[config.mk]
export PLATFORM = sky130hd
export DESIGN_NAME = stream_fifo
export DESIGN_NICKNAME = d
export VERILOG_FILES = /design/src/rtl/fifo_pkg.sv /design/src/rtl/fifo_ram.sv /design/src/rtl/stream_fifo.sv
export SDC_FILE = /design/constraint.sdc
export NUM_CORES = 1
export LEC_CHECK = 0
export ABC_AREA = 1
export BUFFER_PORTS_ARGS = -buffer_cell sky130_fd_sc_hd__buf_4
export CORE_UTILIZATION = 30
export CTS_CLUSTER_SIZE = 8
export DETAILED_ROUTE_END_ITERATION = 6
export GPL_ROUTABILITY_DRIVEN = 1
export GPL_TIMING_DRIVEN = 0
export PLACE_DENSITY_LB_ADDON = 0.08
export RECOVER_POWER = 100
export SLEW_MARGIN = 30
export SYNTH_ARGS = -nofsm -noshare
export SYNTH_HDL_FRONTEND = slang
export SYNTH_SLANG_ARGS = --single-unit
[constraint.sdc]
create_clock -name clk -period 4.7 [get_ports clk]
set_input_delay 0.705 -clock clk [delete_from_list [all_inputs] [get_ports clk]]
set_output_delay 0.705 -clock clk [all_outputs]
set_load 0.05 [all_outputs]
[src/rtl/fifo_pkg.sv]
// Shared types and helpers for the stream FIFO family: read-mode selector and
// pointer wrap for depths that need not be a power of two.
package fifo_pkg;

    typedef enum logic {FIFO_STD, FIFO_FWFT} fifo_mode_e;

    function automatic int unsigned ptr_inc(input int unsigned ptr, input int unsigned depth);
        return (ptr == depth - 1) ? 0 : ptr + 1;
    endfunction

endpackage

[src/rtl/fifo_ram.sv]
// Simple dual-port storage: one write port, one registered read port with enable.
// The array itself carries no reset.
module fifo_ram #(
    parameter int DATA_WIDTH = 8,
    parameter int DEPTH      = 16,
    parameter int ADDR_WIDTH = 4
) (
    input  logic                  clk,
    input  logic                  we,
    input  logic [ADDR_WIDTH-1:0] waddr,
    input  logic [DATA_WIDTH-1:0] wdata,
    input  logic                  re,
    input  logic [ADDR_WIDTH-1:0] raddr,
    output logic [DATA_WIDTH-1:0] rdata
);

    logic [DATA_WIDTH-1:0] mem_q [DEPTH];
    logic [DATA_WIDTH-1:0] rdata_q;

    always_ff @(posedge clk) begin
        if (we) mem_q[waddr] <= wdata;
        if (re) rdata_q <= mem_q[raddr];
    end

    assign rdata = rdata_q;

endmodule

[src/rtl/stream_fifo.sv]
// Single-clock valid/ready FIFO with FWFT or standard read mode, arbitrary depth,
// synchronous flush, registered occupancy flags and a high-water mark.
module stream_fifo
    import fifo_pkg::*;
#(
    parameter int         DATA_WIDTH = 8,
    parameter int         DEPTH      = 16,
    parameter int         CNT_WIDTH  = $clog2(DEPTH + 1),
    parameter fifo_mode_e MODE       = FIFO_FWFT,
    parameter int         AE_THRESH  = 4,
    parameter int         AF_THRESH  = DEPTH - 4
) (
    input  logic                  clk,
    input  logic                  rst_n,
    input  logic                  flush,
    input  logic                  s_valid,
    output logic                  s_ready,
    input  logic [DATA_WIDTH-1:0] s_data,
    output logic                  m_valid,
    input  logic                  m_ready,
    output logic [DATA_WIDTH-1:0] m_data,
    output logic [CNT_WIDTH-1:0]  count,
    output logic                  almost_full,
    output logic                  almost_empty,
    output logic [CNT_WIDTH-1:0]  max_count
);

    localparam int PTR_W = $clog2(DEPTH);

    // Handshake: a beat transfers on an edge where valid and ready are both high.
    // s_ready is a registered function of occupancy (masked only by flush); in STD
    // mode m_ready is a read request and m_valid a one-cycle data pulse.

    logic [PTR_W-1:0]      wr_ptr_q, wr_ptr_d, rd_ptr_q, rd_ptr_d;
    logic [CNT_WIDTH-1:0]  count_q, count_d, max_q, max_d;
    logic [DATA_WIDTH-1:0] data_q, data_d;
    logic                  sel_q, sel_d;
    logic                  rd_valid_q, rd_valid_d;
    logic                  s_ready_q, s_ready_d;
    logic                  af_q, af_d, ae_q, ae_d;
    logic                  push, pop;
    logic                  ram_re;
    logic [PTR_W-1:0]      ram_raddr;
    logic [DATA_WIDTH-1:0] ram_rdata;

    always_comb begin
        push       = s_valid && s_ready;
        pop        = m_ready && (count_q != '0) && !flush;
        wr_ptr_d   = wr_ptr_q;
        rd_ptr_d   = rd_ptr_q;
        count_d    = count_q;
        max_d      = max_q;
        data_d     = data_q;
        sel_d      = sel_q;
        rd_valid_d = 1'b0;

        if (push) wr_ptr_d = PTR_W'(ptr_inc(32'(wr_ptr_q), DEPTH));
        if (pop)  rd_ptr_d = PTR_W'(ptr_inc(32'(rd_ptr_q), DEPTH));
        if (push && !pop)      count_d = count_q + CNT_WIDTH'(1);
        else if (pop && !push) count_d = count_q - CNT_WIDTH'(1);

        if (MODE == FIFO_FWFT) begin
            // The RAM cannot show a beat written on this edge, so it is bypassed
            // through data_q whenever that beat becomes the new head.
            if (push && ((count_q == '0) || (pop && count_q == CNT_WIDTH'(1)))) begin
                data_d = s_data;
                sel_d  = 1'b0;
            end else if (count_q != '0) begin
                sel_d = 1'b1;
            end
        end else begin
            rd_valid_d = pop;
            if (pop) sel_d = 1'b1;
        end

        if (flush) begin
            wr_ptr_d   = '0;
            rd_ptr_d   = '0;
            count_d    = '0;
            data_d     = '0;
            sel_d      = 1'b0;
            rd_valid_d = 1'b0;
            max_d      = '0;
        end else if (count_d > max_q) begin
            max_d = count_d;
        end

        s_ready_d = int'(count_d) < DEPTH;
        af_d      = int'(count_d) >= AF_THRESH;
        ae_d      = int'(count_d) <= AE_THRESH;
    end

    always_ff @(posedge clk) begin
        if (!rst_n) begin
            wr_ptr_q   <= '0;
            rd_ptr_q   <= '0;
            count_q    <= '0;
            max_q      <= '0;
            data_q     <= '0;
            sel_q      <= 1'b0;
            rd_valid_q <= 1'b0;
            s_ready_q  <= 1'b0;
            af_q       <= (AF_THRESH <= 0);
            ae_q       <= 1'b1;
        end else begin
            wr_ptr_q   <= wr_ptr_d;
            rd_ptr_q   <= rd_ptr_d;
            count_q    <= count_d;
            max_q      <= max_d;
            data_q     <= data_d;
            sel_q      <= sel_d;
            rd_valid_q <= rd_valid_d;
            s_ready_q  <= s_ready_d;
            af_q       <= af_d;
            ae_q       <= ae_d;
        end
    end

    // FWFT prefetches the next head on a pop; STD reads only when serving a request.
    assign ram_re    = (MODE == FIFO_FWFT) ? 1'b1 : pop;
    assign ram_raddr = (MODE == FIFO_FWFT) ? rd_ptr_d : rd_ptr_q;

    fifo_ram #(
        .DATA_WIDTH(DATA_WIDTH),
        .DEPTH     (DEPTH),
        .ADDR_WIDTH(PTR_W)
    ) u_ram (
        .clk  (clk),
        .we   (push),
        .waddr(wr_ptr_q),
        .wdata(s_data),
        .re   (ram_re),
        .raddr(ram_raddr),
        .rdata(ram_rdata)
    );

    assign s_ready      = s_ready_q && !flush;
    assign m_valid      = (MODE == FIFO_FWFT) ? (count_q != '0) : rd_valid_q;
    assign m_data       = sel_q ? ram_rdata : data_q;
    assign count        = count_q;
    assign max_count    = max_q;
    assign almost_full  = af_q;
    assign almost_empty = ae_q;

endmodule
==> impl_metrics.json <==
{
  "crit_path_end_kind": "register",
  "antenna_found_initial": 0,
  "setup.worst_path.start_class": "register",
  "slew_viol_final": 0,
  "die_w_microns": 161,
  "intPower_uw": 2570,
  "cts.clk_slew.worst_paths_ps": 70,
  "yosysWarnings": 0,
  "holdPathStages": 2,
  "max_slew_margin_pct": 21.5,
  "worstHoldEndpoint": "data_q[7]$_SDFFE_PP0P_",
  "clkPwrFrac_pct": 41.2,
  "dr.pass1.iters": 5,
  "grt_max_degree": 18,
  "io_pins": 35,
  "die_area_sq_um": 25900,
  "floorplan.initialDensity_pct": 30.9,
  "critPathMostFrequentCell": "inv_1",
  "avgSynthCellArea_sq_um": 9.59,
  "post_cts_buffers": 0,
  "synthToLayoutAreaGrowth_pct": 14.7,
  "fmax_mhz": 299,
  "vias": 5396,
  "route.met3.wl_microns": 891,
  "synth_area_sq_um": 7590,
  "first_global_vias": 5372,
  "ctsHoldBuffers": 0,
  "fin_setup_tns_ps": 0,
  "timing.final.crit_share_pct": 71.2,
  "drt-initial-drc-count": 376,
  "synth_cell_type_count": 31,
  "leakage_uw": 0.00375,
  "fp.dieH_microns": 161,
  "pwr-share-comb_pct": 12.7,
  "critPathRequiredTime_ps": 5000,
  "crit_slowest_cell": "a31oi_1",
  "vias_per_cell": 4.57,
  "drc_errors": 0,
  "root_buffer": "clkbuf_16",
  "io_buffer_count": 34,
  "hold_ws_ps": 454,
  "layout_setup_ws_ps": 1350,
  "critPathKind": "register to register",
  "r2r_cells": 12,
  "grt_pass1_wl_microns": 32600,
  "hold_viol_final": 0,
  "status": "completed",
  "postCtsResizedCells": 0,
  "clock-sinks": 166,
  "cts_buffer_depth": 2,
  "top_layer": "met4",
  "hold_start": "data_q[7]$_SDFFE_PP0P_",
  "max_cap_viol_count": 0,
  "routed_wl_microns": 21300,
  "diodes": 0,
  "synth_seq_cells": 166,
  "nFillCells": 2540,
  "place_hpwl_microns": 15200,
  "fin_skew_ps": 9.17,
  "crit_path_max_fanout": 10,
  "cts_tree": "built",
  "p_sw_share_pct": 27.4,
  "r2r-end": "u_ram.rdata[0]$_DFF_P_",
  "switching_power_uw": 970,
  "powerDensity_nw_per_um2": 407,
  "ir_drop_mv": 0.190,
  "grt_use_total_pct": 17.4,
  "period_minus_slack_ps": 3350,
  "fin_nets": 871,
  "rsz0062_at_grt": "false",
  "wire_per_inst_microns": 18.0,
  "final_util_pct": 35.5,
  "core-area_sq_um": 24500,
  "r2r_setup_slack_ps": 1350,
  "post-place-ws_ps": 1470,
  "tightest_slew_ps": 1170,
  "seqPwrFrac_pct": 46.0,
  "max_stage_delay_ps": 930,
  "gp_routability_congestion": 0.835,
  "grt_overflow": 0,
  "power_uw": 3540,
  "postRouteAntennaNets": 0,
  "fp-row-count": 57,
  "cts_buffers": 17,
  "r2r-start": "count[0]$_SDFF_PN0_",
  "hold_path.class": "register to register",
  "crit_arrival_ps": 3640,
  "htree_levels": 4,
  "synth_seq_area_share_pct": 60.7,
  "setup_viol": 0,
  "postSynthCellCount": 791,
  "dr_wl_met2_microns": 10000,
  "synth_nets": 818,
  "m1WireLength_microns": 9930,
  "crit_chain": "inv_1 -> ha_1 -> inv_1 -> nor2_1 -> nand2_1 -> nand3_1 -> inv_1 -> nand2_1 -> a31oi_1 -> inv_1 -> nand3_1 -> nand2_1",
  "clk_latency_ps": 430,
  "drive_above_1_share_pct": 7.47
}
layer usage:
metal | vias to the layer above | track usage, %
met5 | - | 0
met4 | 0 | 6.60
met3 | 27 | 3.03
met2 | 108 | 28.3
met1 | 2593 | 23.1
li1 | 2668 | -
final cells by class:
class	count	area, sq um	area share (%)
inverters	159	598	6.87
plain buffers	29	204	2.34
clock inverters	10	101	1.16
flip-flops and latches	166	4600	52.9
repair buffers	34	139	1.60
well taps	324	405	4.66
multi-input cells	437	2130	24.5
clock buffers	22	518	5.95
synthesized netlist by cell type:
library cell | count | area (sq um)
buf_6 | 10 | 113
dfxtp_1 | 38 | 761
a21oi_1 | 50 | 250
clkbuf_1 | 6 | 22.5
nand3_4 | 2 | 35.0
inv_2 | 5 | 18.8
ha_1 | 14 | 175
clkinv_2 | 1 | 5.00
nor2_2 | 1 | 6.26
a31oi_4 | 1 | 21.3
nand3_2 | 2 | 20.0
a21boi_0 | 1 | 7.51
nand3_1 | 112 | 561
nor2_1 | 32 | 120
xor2_1 | 3 | 26.3
inv_1 | 153 | 574
nor2_4 | 1 | 11.3
nand2_2 | 3 | 18.8
o21ai_0 | 27 | 135
a21o_1 | 1 | 7.51
nand3b_1 | 8 | 60.1
buf_4 | 6 | 45.0
nand2_4 | 2 | 22.5
o211ai_1 | 1 | 7.51
xor2_2 | 1 | 16.3
nand2_1 | 169 | 634
or2_2 | 1 | 6.26
edfxtp_1 | 128 | 3840
nand4_1 | 2 | 12.5
buf_2 | 7 | 35.0
nor3_1 | 3 | 15.0
cells by family after synthesis:
logic type | share of synthesized area [%]
AND/OR/NAND/NOR | 20.1
flip-flops | 60.7
AO/OA/AOI/OAI | 5.66
buffers and inverters | 10.7
XOR/XNOR | 0.561
adder cells (fa/ha/maj) | 2.31
sequential cells by signal (all words and copies together), names as in the netlist:
name          flops
max_count         5
data_q            8
count             5
almost_full       1
wr_ptr_q          4
sel_q             1
almost_empty      1
s_ready_q         1
u_ram.mem_q     128
u_ram.rdata       8
rd_ptr_q          4
cell usage in the layout, fill, tap and decap left out, drive strengths merged:
cell type	count
a21oi	50
clkbuf	64
edfxtp	128
buf	21
dfxtp	38
inv	163
nand4	2
or2	1
o21ai	27
nand3b	8
a21o	1
a31oi	1
nand2	174
nor2	34
o211ai	1
a21boi	1
bufinv	1
clkinv	5
nor3	3
ha	14
nand3	116
xor2	4
critical path: cells and delay by family, from the launching register on:
| kind | cells | cell delay [ps] |
|---|---|---|
| AO/OA/AOI/OAI | 1 | 930 |
| adder cells (fa/ha/maj) | 1 | 210 |
| buffers and inverters | 4 | 710 |
| flip-flops | 1 | 420 |
| AND/OR/NAND/NOR | 6 | 930 |
how the worst max path moves through the flow:
stage | from | to | slack [ps] | depth (start not counted)
floorplan | flush | max_count[0]$_SDFFE_PP0N_ | 1260 | 15
global placement | flush | max_count[0]$_SDFFE_PP0N_ | 1530 | 16
detailed placement | flush | max_count[0]$_SDFFE_PP0N_ | 1470 | 16
CTS | count[0]$_SDFF_PN0_ | max_count[0]$_SDFFE_PP0N_ | 1710 | 18
global route | count[0]$_SDFF_PN0_ | u_ram.rdata[0]$_DFF_P_ | 970 | 12
finish | count[0]$_SDFF_PN0_ | u_ram.rdata[0]$_DFF_P_ | 1350 | 12
power by group through the flow:
stage | clock network, uW | logic, uW | registers, uW
2_1_floorplan | 0 | 251 | 1720
3_3_place_gp | 0 | 479 | 1660
3_5_place_dp | 0 | 481 | 1660
4_1_cts | 1480 | 483 | 1630
5_1_grt | 1540 | 500 | 1630
6_report | 1460 | 451 | 1630
per-stage QoR:
stage	std cells	instance area, sq um
5_1_grt	1181	8700
6_report	1181	8700
3_5_place_dp	1149	8250
4_1_cts	1181	8870
3_3_place_gp	1149	8250
2_1_floorplan	791	7590
No activity file was read; power rests on OpenSTA's default activity.
